<file path="src/rtl/cpu_pkg.sv">
// Shared CPU definitions: data width, the NOP encoding, the fetch FSM state
// type and the queue entry layout used between the fetch unit and its queue.
package cpu_pkg;

  localparam int XLEN = 32;

  // addi x0, x0, 0
  localparam logic [XLEN-1:0] INST_NOP = 32'h0000_0013;

  typedef enum logic [1:0] {
    IDLE     = 2'd0,
    WAIT_ACK = 2'd1,
    DROP     = 2'd2
  } fetch_state_e;

  typedef struct packed {
    logic [XLEN-1:0] pc;
    logic [XLEN-1:0] inst;
  } fetch_entry_t;

  // Fetch addresses are always word aligned; low two bits of a target are dropped.
  function automatic logic [XLEN-1:0] align_pc(input logic [XLEN-1:0] pc);
    return {pc[XLEN-1:2], 2'b00};
  endfunction

endpackage

</file>
<file path="src/rtl/fetch_queue.sv">
// Small FIFO of fetched {pc, inst} entries between memory and decode.
// Push and pop may happen together even when full; flush wins over both.
module fetch_queue
  import cpu_pkg::*;
#(
  parameter int DEPTH = 2
) (
  input  logic         clk,
  input  logic         reset,
  input  logic         push,
  input  fetch_entry_t push_data,
  input  logic         pop,
  input  logic         flush,
  output fetch_entry_t head,
  output logic         full,
  output logic         empty
);

  localparam int PTR_W = $clog2(DEPTH);
  localparam int CNT_W = $clog2(DEPTH + 1);

  fetch_entry_t     mem [DEPTH];
  logic [PTR_W-1:0] rd_ptr;
  logic [PTR_W-1:0] wr_ptr;
  logic [CNT_W-1:0] count;
  logic             do_push;
  logic             do_pop;

  assign full    = (count == CNT_W'(DEPTH));
  assign empty   = (count == '0);
  assign do_pop  = pop && !empty;
  // A push into a full queue is only taken when the head leaves in the same cycle.
  assign do_push = push && (!full || do_pop);
  assign head    = mem[rd_ptr];

  // Pointer and occupancy bookkeeping; pointers wrap naturally at DEPTH (2 or 4).
  always_ff @(posedge clk or posedge reset) begin
    if (reset) begin
      rd_ptr <= '0;
      wr_ptr <= '0;
      count  <= '0;
    end else if (flush) begin
      rd_ptr <= '0;
      wr_ptr <= '0;
      count  <= '0;
    end else begin
      if (do_push) wr_ptr <= wr_ptr + PTR_W'(1);
      if (do_pop)  rd_ptr <= rd_ptr + PTR_W'(1);
      case ({do_push, do_pop})
        2'b10:   count <= count + CNT_W'(1);
        2'b01:   count <= count - CNT_W'(1);
        default: count <= count;
      endcase
    end
  end

  // Entry storage carries no reset; validity is tracked by count alone.
  always_ff @(posedge clk) begin
    if (do_push && !flush) mem[wr_ptr] <= push_data;
  end

endmodule

</file>
<file path="src/rtl/instruction_fetch_unit.sv">
// Instruction fetch: issues one word fetch at a time to instruction memory,
// queues returned words with their PC, and handles branch redirects by
// flushing the queue and discarding any response still in flight.
module instruction_fetch_unit
  import cpu_pkg::*;
#(
  parameter logic [XLEN-1:0] RESET_PC = 32'h0000_0000,
  parameter int              QDEPTH   = 2
) (
  input  logic            clk,
  input  logic            reset,
  output logic            imem_req,
  output logic [XLEN-1:0] imem_addr,
  input  logic            imem_ack,
  input  logic [XLEN-1:0] imem_rdata,
  input  logic            redirect_valid,
  input  logic [XLEN-1:0] redirect_pc,
  output logic            inst_valid,
  output logic [XLEN-1:0] inst_out,
  output logic [XLEN-1:0] inst_pc,
  input  logic            inst_ready
);

  fetch_state_e    state;
  fetch_state_e    next_state;
  logic [XLEN-1:0] fetch_pc;
  logic [XLEN-1:0] next_pc;
  logic            req;
  logic            push;
  logic            pop;
  logic            q_full;
  logic            q_empty;
  fetch_entry_t    q_head;
  fetch_entry_t    push_data;

  assign push_data = '{pc: fetch_pc, inst: imem_rdata};
  assign pop       = inst_valid && inst_ready;

  // The queue always has room for the one outstanding fetch, since a request
  // is only issued when it is not full and nothing else pushes meanwhile.
  fetch_queue #(
    .DEPTH(QDEPTH)
  ) u_queue (
    .clk      (clk),
    .reset    (reset),
    .push     (push),
    .push_data(push_data),
    .pop      (pop),
    .flush    (redirect_valid),
    .head     (q_head),
    .full     (q_full),
    .empty    (q_empty)
  );

  // Fetch state and PC registers.
  always_ff @(posedge clk or posedge reset) begin
    if (reset) begin
      state    <= IDLE;
      fetch_pc <= RESET_PC;
    end else begin
      state    <= next_state;
      fetch_pc <= next_pc;
    end
  end

  // Next-state, next-PC, request and push decisions.
  always_comb begin
    next_state = state;
    next_pc    = fetch_pc;
    req        = 1'b0;
    push       = 1'b0;
    case (state)
      IDLE: begin
        // A redirect this cycle would make any request stale, so hold off.
        if (redirect_valid) begin
          next_pc = align_pc(redirect_pc);
        end else if (!q_full) begin
          req        = 1'b1;
          next_state = WAIT_ACK;
        end
      end
      WAIT_ACK: begin
        req = 1'b1;
        if (imem_ack) begin
          next_state = IDLE;
          if (redirect_valid) begin
            next_pc = align_pc(redirect_pc);
          end else begin
            push    = 1'b1;
            next_pc = fetch_pc + 32'd4;
          end
        end else if (redirect_valid) begin
          next_state = DROP;
          next_pc    = align_pc(redirect_pc);
        end
      end
      DROP: begin
        // Waiting out the stale response; later redirects only retarget the PC.
        if (redirect_valid) next_pc = align_pc(redirect_pc);
        if (imem_ack) next_state = IDLE;
      end
      default: next_state = IDLE;
    endcase
  end

  assign imem_req   = req && !reset;
  assign imem_addr  = fetch_pc;
  assign inst_valid = !q_empty;
  assign inst_out   = q_empty ? INST_NOP : q_head.inst;
  assign inst_pc    = q_empty ? '0 : q_head.pc;

endmodule

</file>
<file path="config.mk">
export PLATFORM = sky130hd
export DESIGN_NAME = instruction_fetch_unit
export DESIGN_NICKNAME = d
export VERILOG_FILES = /design/src/rtl/cpu_pkg.sv /design/src/rtl/fetch_queue.sv /design/src/rtl/instruction_fetch_unit.sv
export SDC_FILE = /design/constraint.sdc
export NUM_CORES = 1
export LEC_CHECK = 0
export BUFFER_PORTS_ARGS = -buffer_cell sky130_fd_sc_hd__buf_2
export CAP_MARGIN = 40
export CORE_MARGIN = 1
export CORE_UTILIZATION = 40
export CTS_BUF_LIST = sky130_fd_sc_hd__clkbuf_16
export DETAILED_ROUTE_END_ITERATION = 8
export SKIP_CTS_REPAIR_TIMING = 1
export SLEW_MARGIN = 20
export SYNTH_ARGS = -nofsm -noshare
export SYNTH_HDL_FRONTEND = slang
export SYNTH_HIERARCHICAL = 1
export SYNTH_SLANG_ARGS = --single-unit
</file>
<file path="constraint.sdc">
create_clock -name clk -period 5.8 [get_ports clk]
set_input_delay 1.16 -clock clk [delete_from_list [all_inputs] [get_ports clk]]
set_output_delay 1.16 -clock clk [all_outputs]
set_load 0.05 [all_outputs]
</file>
==> results.yml <==
status:
  status: "finished, final reports clean"
setup_path:
  critPathArrivalTime_ns: 2.75
  path_class: "register to primary output"
  cp_top_family: "flip-flops"
  cp-end-kind: "primary output"
  r2r_cells: 5
  critPathMaxStageDelay_ns: 0.83
  startpoint: "u_queue/rd_ptr"
  rrSetupSlack_ns: 2.99
  r2r_end: "u_queue/mem[1][35]"
  worst_setup_path_start_kind: "register"
  endpoint: "inst_out[4]"
  cp_cell_sequence: "buf_4, mux2_2, or2_2, buf_2"
  worst-path-buf-inv: 2
  crit_fanout: 38
  required_ns: 4.64
  slowest_stage: "dfrtp_2"
  cp.depth: 4
  worstReg2RegStart: "state[0]"
timing:
  finalCriticalPeriod_ns: 3.91
  final_hold_viol_count: 0
  fin_ws_ns: 1.89
  rsz0062_at_grt: "no"
  tns_ns: 0
  fin_crit_sh_pct: 67.4
  skew_ns: 0.0133
  final-max-slew-violation-count: 0
  timing.fmax_ghz: 0.256
  relSlewSlack_pct: 51.4
  setup_violations: 0
  tightest_slew_ns: 0.729
  hold_ws_ns: 0.527
clocking:
  cts-buffers-inserted: 17
  clock_latency_ns: 0.41
  cts_tree: "done"
  cts-htree-levels: 4
  clk_pin_slew_worst_paths_ns: 0.07
  clk_path_buf_depth: 2
  cts_root_buf: "clkbuf_16"
  cts.sinks: 166
synth:
  syn_nets: 656
  synth.distinct_cells: 76
  synthCells: 586
  synth-edff-count: 128
  synth-main-ff-cell: "edfxtp_1"
  yosys_warnings: 6
  synth_area_um2: 7630
  yosys_register_bits: 166
  async_reset_ff_share_pct: 22.9
  syn_area_per_cell_um2: 13.0
  seq_area_frac_synth_pct: 62.8
final_layout:
  drive_gt1_share_pct: 38.1
  finalNetCount: 813
  diodes: 0
  layout_common_cells: "buf_2, edfxtp_1, nor2b_1, mux2_2, dfrtp_1"
  layout_commonest_cell: "buf_2"
  syn_to_final_growth_pct: 21.4
global_routing:
  grt_use_total_pct: 19.2
  first_global_vias: 5331
  grt_overflow: 0
  antenna_found_initial: 0
  grt_max_degree: 66
  grt_first_pass_wirelength_um: 28900
routing:
  via_per_inst: 5.41
  m1WireLength_um: 8200
  drc_errors: 0
  wl_met2_um: 8480
  dr_wl_met3_um: 1140
  vias: 5352
  ant_nets: 0
  top_layer: "met4"
  drt-initial-drc-count: 357
  drt-pass1-iter-count: 5
  wl_per_cell_um: 18.3
  wirelength_um: 18200
placement:
  place_ws_ns: 2.29
  numPortBuffers: 164
  gp_congestion: 0.830
  dp.final_hpwl_um: 12200
power_and_ir_drop:
  total_power_mw: 2.83
  cellLeakagePower_nw: 3.53
  power_density_nw_per_um2: 305
  ir_drop_mv: 0.222
floorplanning:
  start_util_pct: 40.8
  io_pins: 167
  die_w_um: 140
  fp-row-count: 50
  die_area_um2: 19600
  core_um2: 18700
  die_h_um: 140
worst_hold_path:
  hp-class: "register to register"
flow_run:
  cap_violations: 0
## Yosys cell counts (all sizes together) (6+ instances only)
cell | number | area share (%)
nor3 | 12 | 0.85
nor2b | 65 | 5.4
nand4 | 7 | 0.77
nor2 | 36 | 2.0
inv | 13 | 0.64
a21oi | 23 | 1.6
o21ai | 20 | 1.3
dfrtp | 38 | 12
buf | 15 | 1.0
nand3 | 20 | 1.4
nand2 | 32 | 1.6
edfxtp | 128 | 50
mux2 | 65 | 9.6
clkbuf | 18 | 0.89
and2 | 6 | 0.52
## through the flow
step / instances / area (um2) / utilization [%]
after CTS: 990 / 9270 / 49.6
after global placement: 956 / 8660 / 46.3
final: 990 / 9270 / 49.6
after floorplan: 586 / 7640 / -
after detailed placement: 958 / 8720 / 46.6
after global routing: 990 / 9270 / 49.6
## state kept, by name, summed over array words and instances (netlist names)
| signal | cells |
|---|---|
| u_queue/mem | 128 |
| imem_addr | 32 |
| state | 2 |
| u_queue/count | 2 |
| u_queue/rd_ptr | 1 |
| u_queue/wr_ptr | 1 |
## per-layer routing
metal / vias to the layer above / GRT usage (%)
li1: 2504 / -
met1: 2590 / 25.6
met2: 231 / 30.8
met3: 27 / 4.62
met4: 0 / 6.82
met5: - / 0
## worst min-delay path by stage
stage | start | to | cells after the start
4_1_cts | imem_addr[21] | u_queue/mem[1][53] | 0
3_3_place_gp | imem_addr[1] | u_queue/mem[0][33] | 0
5_1_grt | imem_addr[0] | u_queue/mem[0][32] | 0
6_report | imem_addr[0] | u_queue/mem[0][32] | 0
3_5_place_dp | imem_addr[21] | u_queue/mem[1][53] | 0
2_1_floorplan | u_queue/count[0] | u_queue/count[0] | 1
## cell type report
class | instances | area (um2)
clock buffer | 17 | 425
clock inverter | 15 | 128
fill | 1675 | 9440
inverter | 14 | 52.6
multi-input combinational | 373 | 2660
sequential | 166 | 4800
tap | 234 | 293
timing repair buffer | 171 | 913
## where the power goes
part | total (mW) | internal (mW) | switching, mW | leakage (nW)
combinational | 0.375 | 0.105 | 0.271 | 1.65
clock | 1.05 | 0.621 | 0.428 | 0.280
sequential | 1.41 | 1.33 | 0.0749 | 1.60
## logic make-up after synthesis
family | Yosys count | share of synthesized area (%)
DFF | 166 | 62.8
adders and majority gates | 1 | 0.164
AOI/OAI and AO/OA | 93 | 8.41
xor gates and xnor gates | 4 | 0.459
muxes | 67 | 9.85
buffers and inverters | 47 | 2.61
and+or+nand+nor | 208 | 15.7
No activity file was read; power rests on OpenSTA's default activity.
